## config.mk

```make
export PLATFORM = sky130hd
export DESIGN_NAME = cu_fsm_param
export DESIGN_NICKNAME = d
export VERILOG_FILES = /design/src/rtl/cu_fsm_param_pkg.sv /design/src/rtl/cu_regfile.sv /design/src/rtl/cu_fsm_param.sv
export SDC_FILE = /design/constraint.sdc
export NUM_CORES = 1
export LEC_CHECK = 0
export ABC_CLOCK_PERIOD_IN_PS = 2400
export CORE_ASPECT_RATIO = 1.5
export CORE_UTILIZATION = 48
export DETAILED_ROUTE_END_ITERATION = 16
export PLACE_DENSITY = 0.71
export SETUP_SLACK_MARGIN = 0.2
export SKIP_CTS_REPAIR_TIMING = 1
export SYNTH_ARGS = -nofsm -noshare
export SYNTH_HDL_FRONTEND = slang
export SYNTH_HIERARCHICAL = 1
export SYNTH_SLANG_ARGS = --single-unit
```

## constraint.sdc

```tcl
create_clock -name clk -period 2.4 [get_ports clk]
set_clock_uncertainty 0.15 [all_clocks]
set_input_delay 0.6 -clock clk [delete_from_list [all_inputs] [get_ports clk]]
set_output_delay 0.6 -clock clk [all_outputs]
set_load 0.01 [all_outputs]
```

## src/rtl/cu_fsm_param_pkg.sv

```systemverilog
// Shared definitions for the parametrised multi-cycle control unit:
// instruction types, one-hot state codes and instruction field positions.
package cu_fsm_param_pkg;

  localparam int unsigned OPC_WIDTH  = 4;
  localparam int unsigned TYPE_WIDTH = 2;
  localparam logic [OPC_WIDTH-1:0] OPC_RESET = 4'b1111;

  typedef enum logic [TYPE_WIDTH-1:0] {
    T_NOP   = 2'b00,
    T_STD   = 2'b01,
    T_LOAD  = 2'b10,
    T_STORE = 2'b11
  } instr_type_e;

  typedef enum logic [4:0] {
    S_IDLE    = 5'b00001,
    S_DECODE  = 5'b00010,
    S_EXECUTE = 5'b00100,
    S_MEM     = 5'b01000,
    S_WB      = 5'b10000
  } state_e;

  // Field LSB positions; word is {type, rd, rs1, rs2, offset, opcode}
  function automatic int unsigned off_lsb();
    return OPC_WIDTH;
  endfunction

  function automatic int unsigned rs2_lsb(input int unsigned ow);
    return OPC_WIDTH + ow;
  endfunction

  function automatic int unsigned rs1_lsb(input int unsigned rb, input int unsigned ow);
    return OPC_WIDTH + ow + rb;
  endfunction

  function automatic int unsigned rd_lsb(input int unsigned rb, input int unsigned ow);
    return OPC_WIDTH + ow + 2 * rb;
  endfunction

  function automatic int unsigned type_lsb(input int unsigned rb, input int unsigned ow);
    return OPC_WIDTH + ow + 3 * rb;
  endfunction

  function automatic int unsigned instr_width(input int unsigned rb, input int unsigned ow);
    return TYPE_WIDTH + 3 * rb + ow + OPC_WIDTH;
  endfunction

endpackage

```

## src/rtl/cu_regfile.sv

```systemverilog
// Register file: two combinational read ports, one synchronous write port,
// each register resets to its own index.
module cu_regfile
  import cu_fsm_param_pkg::*;
#(
  parameter int unsigned DATA_WIDTH = 8,
  parameter int unsigned REG_BITS   = 2
) (
  input  logic                  clk,
  input  logic                  rst_n,
  input  logic [REG_BITS-1:0]   i_raddr1,
  input  logic [REG_BITS-1:0]   i_raddr2,
  output logic [DATA_WIDTH-1:0] o_rdata1,
  output logic [DATA_WIDTH-1:0] o_rdata2,
  input  logic                  i_we,
  input  logic [REG_BITS-1:0]   i_waddr,
  input  logic [DATA_WIDTH-1:0] i_wdata
);

  localparam int unsigned NUM_REGS = 2 ** REG_BITS;

  logic [DATA_WIDTH-1:0] r_mem [NUM_REGS];

  for (genvar g = 0; g < NUM_REGS; g++) begin : g_reg
    always_ff @(posedge clk or negedge rst_n) begin
      if (!rst_n) begin
        r_mem[g] <= DATA_WIDTH'(g);
      end else if (i_we && (i_waddr == REG_BITS'(g))) begin
        r_mem[g] <= i_wdata;
      end
    end
  end

  assign o_rdata1 = r_mem[i_raddr1];
  assign o_rdata2 = r_mem[i_raddr2];

endmodule

```

## src/rtl/cu_fsm_param.sv

```systemverilog
// Multi-cycle control unit: accepts instructions over valid/ready, sequences
// decode/execute/memory/writeback and drives the ALU and data-memory controls.
module cu_fsm_param
  import cu_fsm_param_pkg::*;
#(
  parameter int unsigned DATA_WIDTH   = 8,
  parameter int unsigned REG_BITS     = 2,
  parameter int unsigned OFFSET_WIDTH = 8,
  parameter int unsigned MEM_TIMEOUT  = 16,
  localparam int unsigned INSTR_WIDTH = instr_width(REG_BITS, OFFSET_WIDTH)
) (
  input  logic                   clk,
  input  logic                   rst,
  input  logic [INSTR_WIDTH-1:0] instr,
  input  logic                   instr_valid,
  output logic                   instr_ready,
  input  logic [DATA_WIDTH-1:0]  result2,
  input  logic                   mem_ack,
  output logic                   mem_req,
  output logic [DATA_WIDTH-1:0]  operand1,
  output logic [DATA_WIDTH-1:0]  operand2,
  output logic [DATA_WIDTH-1:0]  offset,
  output logic [OPC_WIDTH-1:0]   opcode,
  output logic                   sel1,
  output logic                   sel3,
  output logic                   w_r,
  output logic                   retired,
  output logic                   err
);

  localparam int unsigned OFF_LSB  = off_lsb();
  localparam int unsigned RS2_LSB  = rs2_lsb(OFFSET_WIDTH);
  localparam int unsigned RS1_LSB  = rs1_lsb(REG_BITS, OFFSET_WIDTH);
  localparam int unsigned RD_LSB   = rd_lsb(REG_BITS, OFFSET_WIDTH);
  localparam int unsigned TYPE_LSB = type_lsb(REG_BITS, OFFSET_WIDTH);
  localparam int unsigned WAIT_W   = $clog2(MEM_TIMEOUT + 1);
  localparam logic [WAIT_W-1:0] WAIT_LAST = WAIT_W'(MEM_TIMEOUT - 1);

  state_e                  r_state, w_state_nxt;
  logic [INSTR_WIDTH-1:0]  r_instr, w_instr_nxt;
  logic [WAIT_W-1:0]       r_wait, w_wait_nxt;
  logic [DATA_WIDTH-1:0]   r_operand1, w_op1_nxt;
  logic [DATA_WIDTH-1:0]   r_operand2, w_op2_nxt;
  logic [DATA_WIDTH-1:0]   r_offset, w_off_nxt;
  logic [OPC_WIDTH-1:0]    r_opcode, w_opc_nxt;
  logic                    r_sel1, w_sel1_nxt;
  logic                    r_sel3, w_sel3_nxt;
  logic                    r_w_r, w_wr_nxt;
  logic                    r_mem_req, w_mem_req_nxt;
  logic                    r_retired, w_retired_nxt;
  logic                    r_err, w_err_nxt;
  logic                    r_ready, w_ready_nxt;
  logic                    w_rf_we;

  instr_type_e             w_type, w_in_type;
  logic [REG_BITS-1:0]     w_rd, w_rs1, w_rs2, w_raddr2;
  logic [OFFSET_WIDTH-1:0] w_off;
  logic [OPC_WIDTH-1:0]    w_opc;
  logic [DATA_WIDTH-1:0]   w_rdata1, w_rdata2;

  assign w_in_type = instr_type_e'(instr[TYPE_LSB +: TYPE_WIDTH]);
  assign w_type    = instr_type_e'(r_instr[TYPE_LSB +: TYPE_WIDTH]);
  assign w_rd      = r_instr[RD_LSB +: REG_BITS];
  assign w_rs1     = r_instr[RS1_LSB +: REG_BITS];
  assign w_rs2     = r_instr[RS2_LSB +: REG_BITS];
  assign w_off     = r_instr[OFF_LSB +: OFFSET_WIDTH];
  assign w_opc     = r_instr[0 +: OPC_WIDTH];
  // Memory ops present R[rd] on operand2 as the store data / address base
  assign w_raddr2  = (w_type == T_STD) ? w_rs2 : w_rd;

  cu_regfile #(
    .DATA_WIDTH (DATA_WIDTH),
    .REG_BITS   (REG_BITS)
  ) u_rf (
    .clk      (clk),
    .rst_n    (rst),
    .i_raddr1 (w_rs1),
    .i_raddr2 (w_raddr2),
    .o_rdata1 (w_rdata1),
    .o_rdata2 (w_rdata2),
    .i_we     (w_rf_we),
    .i_waddr  (w_rd),
    .i_wdata  (result2)
  );

  // Next-state and next-output logic
  always_comb begin
    w_state_nxt   = r_state;
    w_instr_nxt   = r_instr;
    w_wait_nxt    = r_wait;
    w_op1_nxt     = r_operand1;
    w_op2_nxt     = r_operand2;
    w_off_nxt     = r_offset;
    w_opc_nxt     = r_opcode;
    w_sel1_nxt    = r_sel1;
    w_sel3_nxt    = r_sel3;
    w_retired_nxt = 1'b0;
    w_err_nxt     = 1'b0;
    w_rf_we       = 1'b0;

    case (r_state)
      S_IDLE: begin
        if (instr_valid) begin
          w_instr_nxt = instr;
          if (w_in_type != T_NOP) w_state_nxt = S_DECODE;
        end
      end
      S_DECODE: begin
        w_op1_nxt   = w_rdata1;
        w_op2_nxt   = w_rdata2;
        w_off_nxt   = DATA_WIDTH'(w_off);
        w_opc_nxt   = w_opc;
        w_sel1_nxt  = (w_type != T_LOAD);
        w_sel3_nxt  = (w_type != T_STD);
        w_state_nxt = S_EXECUTE;
      end
      S_EXECUTE: begin
        w_wait_nxt  = '0;
        w_state_nxt = (w_type == T_STD) ? S_WB : S_MEM;
      end
      S_MEM: begin
        // An ack on the expiry cycle still completes the access
        if (mem_ack) begin
          if (w_type == T_LOAD) begin
            w_state_nxt = S_WB;
          end else begin
            w_state_nxt   = S_IDLE;
            w_retired_nxt = 1'b1;
          end
        end else if (r_wait == WAIT_LAST) begin
          w_state_nxt = S_IDLE;
          w_err_nxt   = 1'b1;
        end else begin
          w_wait_nxt = r_wait + WAIT_W'(1);
        end
      end
      S_WB: begin
        w_rf_we       = 1'b1;
        w_retired_nxt = 1'b1;
        w_state_nxt   = S_IDLE;
      end
      default: begin
        w_state_nxt = S_IDLE;
      end
    endcase

    w_mem_req_nxt = (w_state_nxt == S_MEM);
    w_wr_nxt      = w_mem_req_nxt && (w_type == T_STORE);
    w_ready_nxt   = (w_state_nxt == S_IDLE);
  end

  always_ff @(posedge clk or negedge rst) begin
    if (!rst) begin
      r_state    <= S_IDLE;
      r_instr    <= '0;
      r_wait     <= '0;
      r_operand1 <= '0;
      r_operand2 <= '0;
      r_offset   <= '0;
      r_opcode   <= OPC_RESET;
      r_sel1     <= 1'b0;
      r_sel3     <= 1'b0;
      r_w_r      <= 1'b0;
      r_mem_req  <= 1'b0;
      r_retired  <= 1'b0;
      r_err      <= 1'b0;
      r_ready    <= 1'b1;
    end else begin
      r_state    <= w_state_nxt;
      r_instr    <= w_instr_nxt;
      r_wait     <= w_wait_nxt;
      r_operand1 <= w_op1_nxt;
      r_operand2 <= w_op2_nxt;
      r_offset   <= w_off_nxt;
      r_opcode   <= w_opc_nxt;
      r_sel1     <= w_sel1_nxt;
      r_sel3     <= w_sel3_nxt;
      r_w_r      <= w_wr_nxt;
      r_mem_req  <= w_mem_req_nxt;
      r_retired  <= w_retired_nxt;
      r_err      <= w_err_nxt;
      r_ready    <= w_ready_nxt;
    end
  end

  assign instr_ready = r_ready;
  assign mem_req     = r_mem_req;
  assign operand1    = r_operand1;
  assign operand2    = r_operand2;
  assign offset      = r_offset;
  assign opcode      = r_opcode;
  assign sel1        = r_sel1;
  assign sel3        = r_sel3;
  assign w_r         = r_w_r;
  assign retired     = r_retired;
  assign err         = r_err;

endmodule

```

==> run metrics <==
status finished, final reports clean; maxcap violations 0; crit-path max FO 5; worst-skew pair later-pin latency 0.34 ns; cells after synthesis 285; Power Dens Cells 1140 nW/um2; core area 8780 um2; initial drt markers 83; Reg clk slew, reported paths 0.06 ns; Setup TNS Final 0 ns; placed cell area 5190 um2; Slew headroom 0.526; Port Buf Inserts 66; worst vdd ir 0.598 mV; M1 WL 3540 um; Die ar. 9370 um2; number of diodes 0; Max Root-Sink Buffers 2; antenna-violating nets left 0; Vias 2702; worst flop-to-flop path startpoint r_wait[0]; nets@finish 399; Initial Util 0.491; die width 79.4 um; Comb pwr share 0.365; I/O pin count 67; H-tree levels 3; register area share after synthesis 0.566; gr usage total 0.203; HP Class in -> async; leading cell types in the layout, fill and taps excluded dfrtp_1, mux2_2, clkdlybuf4s50_1; CTS tree built; met3 wire length 307 um; Num CTS Buffers 9; vias per cell 5.63; Root Buffer clkbuf_16; Sequential Power Share 0.409; RSZ-0062 raised after global routing yes; Final Setup Violations 0; row cnt 42; pin count of the biggest net entering global routing 98; CP required 2.47 ns; CTS Sinks 97; drt pass-1 iters 4; initial antenna violation count 0; ys flop type dfrtp_1; crit end category register; ratio of cells with drive above 1 in the final layout 0.414; DRC errors left 0; top layer in use met4; Ys Warns 6; Sw Pwr 1830 uW; Chip Height 118 um; grt total ovfl 0; synthesized area per cell 15.1 um2; met2 wire len 4560 um; Reg2Reg Depth 6; clock period minus worst slack 2.27 ns; P_leak 0.00236 uW; flop and latch count out of synthesis 97; Post-Layout Inst Area 5550 um2; WL/cell 17.8 um; crit start category register; Pwr Total 6350 uW; Int Power 4520 uW; WS Path Type reg -> reg; crit path DAT 2.34 ns; post-synth cell types 44; Clock Power Share 0.226; FFs w/ async S/R, synth 1.00; Sw Ratio 0.288; CP Launch Point r_wait[0]; Post-synth EDFFs 0; Worst Max-Slew Pin Slew 0.706 ns; FMAX 0.441 GHz; HPWL after detailed placement 5850 um; vias in the first global route 2848; first-pass GRT wire length 14200 um; Synth Cell Area 4310 um2; Fin. Hold Viols 0; count of pins over their slew limit 0; Tcrit/Tclk final 0.945; most common cell after layout, fill and taps aside dfrtp_1; area delta synth->final 28.8%; Syn Nets 319; GPL Wtd Cong 0.813; Post-Route WL 8550 um
worst max-delay path, cell delays in order, from the launching register on:
cell     delay, ns
dfrtp_1       0.43
ha_2          0.21
and3_4        0.18
ha_4          0.16
or4b_4        0.52
or2_1         0.23
a221o_1       0.28
flip-flops by register name, summed over array words and instances (netlist names):
signal and count:
operand1 8, instr_ready 1, mem_req 1, sel3 1
operand2 8, u_rf/r_mem 32, r_state 5, sel1 1
err 1, retired 1, opcode 4, w_r 1
offset 8, r_wait 5, r_instr 20
final timing paths:
path                       slack [ns]          to
setup / recovery                 0.13   r_wait[3]
hold / removal                   0.14  r_instr[1]
setup reg to reg                 0.13   r_wait[3]
hold reg to reg                  0.35   offset[4]
max in group asynchronous        1.54   opcode[3]
min in group clk                 0.35   offset[4]
Yosys cell counts, drive strengths merged (4+ instances only):
library cell  count  area, um2
mux4             16        360
inv               5       18.8
clkbuf            4       15.0
buf              10       47.6
dfrtp            87       2180
nor2b             5       31.3
dfstp            10        263
nand2            10       37.5
mux2             82        923
o21ai             4       20.0
nor3              4       20.0
nor2              5       18.8
and3              4       25.0
cell type report:
type | instances | area (um2)
repair buffers | 83 | 823
clock buffers | 15 | 308
inverters | 5 | 18.8
fillers | 679 | 3230
flip-flops and latches | 97 | 2440
well taps | 110 | 138
clock inverters | 1 | 5.00
multi-input cells | 169 | 1820
layer usage:
layer | track usage | vias to the layer above
met5 | 0 | -
met4 | 0.0875 | 0
met3 | 0.0318 | 8
met2 | 0.345 | 67
met1 | 0.253 | 1403
li1 | - | 1224
cell families after synthesis:
logic type / Yosys count / share of synthesized area
mux: 100 / 0.303
flops: 97 / 0.566
simple gates: 48 / 0.0732
compound gates: 19 / 0.0334
buf+inv: 19 / 0.0189
fa+ha+maj: 2 / 0.00581
metrics by stage:
stage	setup WS [ns]	std cells	utilization	hold WS, ns
global placement	0.0828	459	0.591	0.332
floorplan	0.205	285	-	0.154
global route	0.0417	480	0.632	0.200
CTS	0.111	475	0.627	0.180
finish	0.133	480	0.632	0.138
detailed placement	0.0691	459	0.591	0.341
power by group through the flow:
stage | Combinational, uW | Sequential, uW | Clock, uW
floorplan | 1360 | 2570 | 0
CTS | 2340 | 2600 | 1470
global placement | 2290 | 2600 | 0
global route | 2500 | 2680 | 1540
finish | 2320 | 2600 | 1440
detailed placement | 2330 | 2630 | 0
Note: power is estimated with default switching activity, not from simulation.
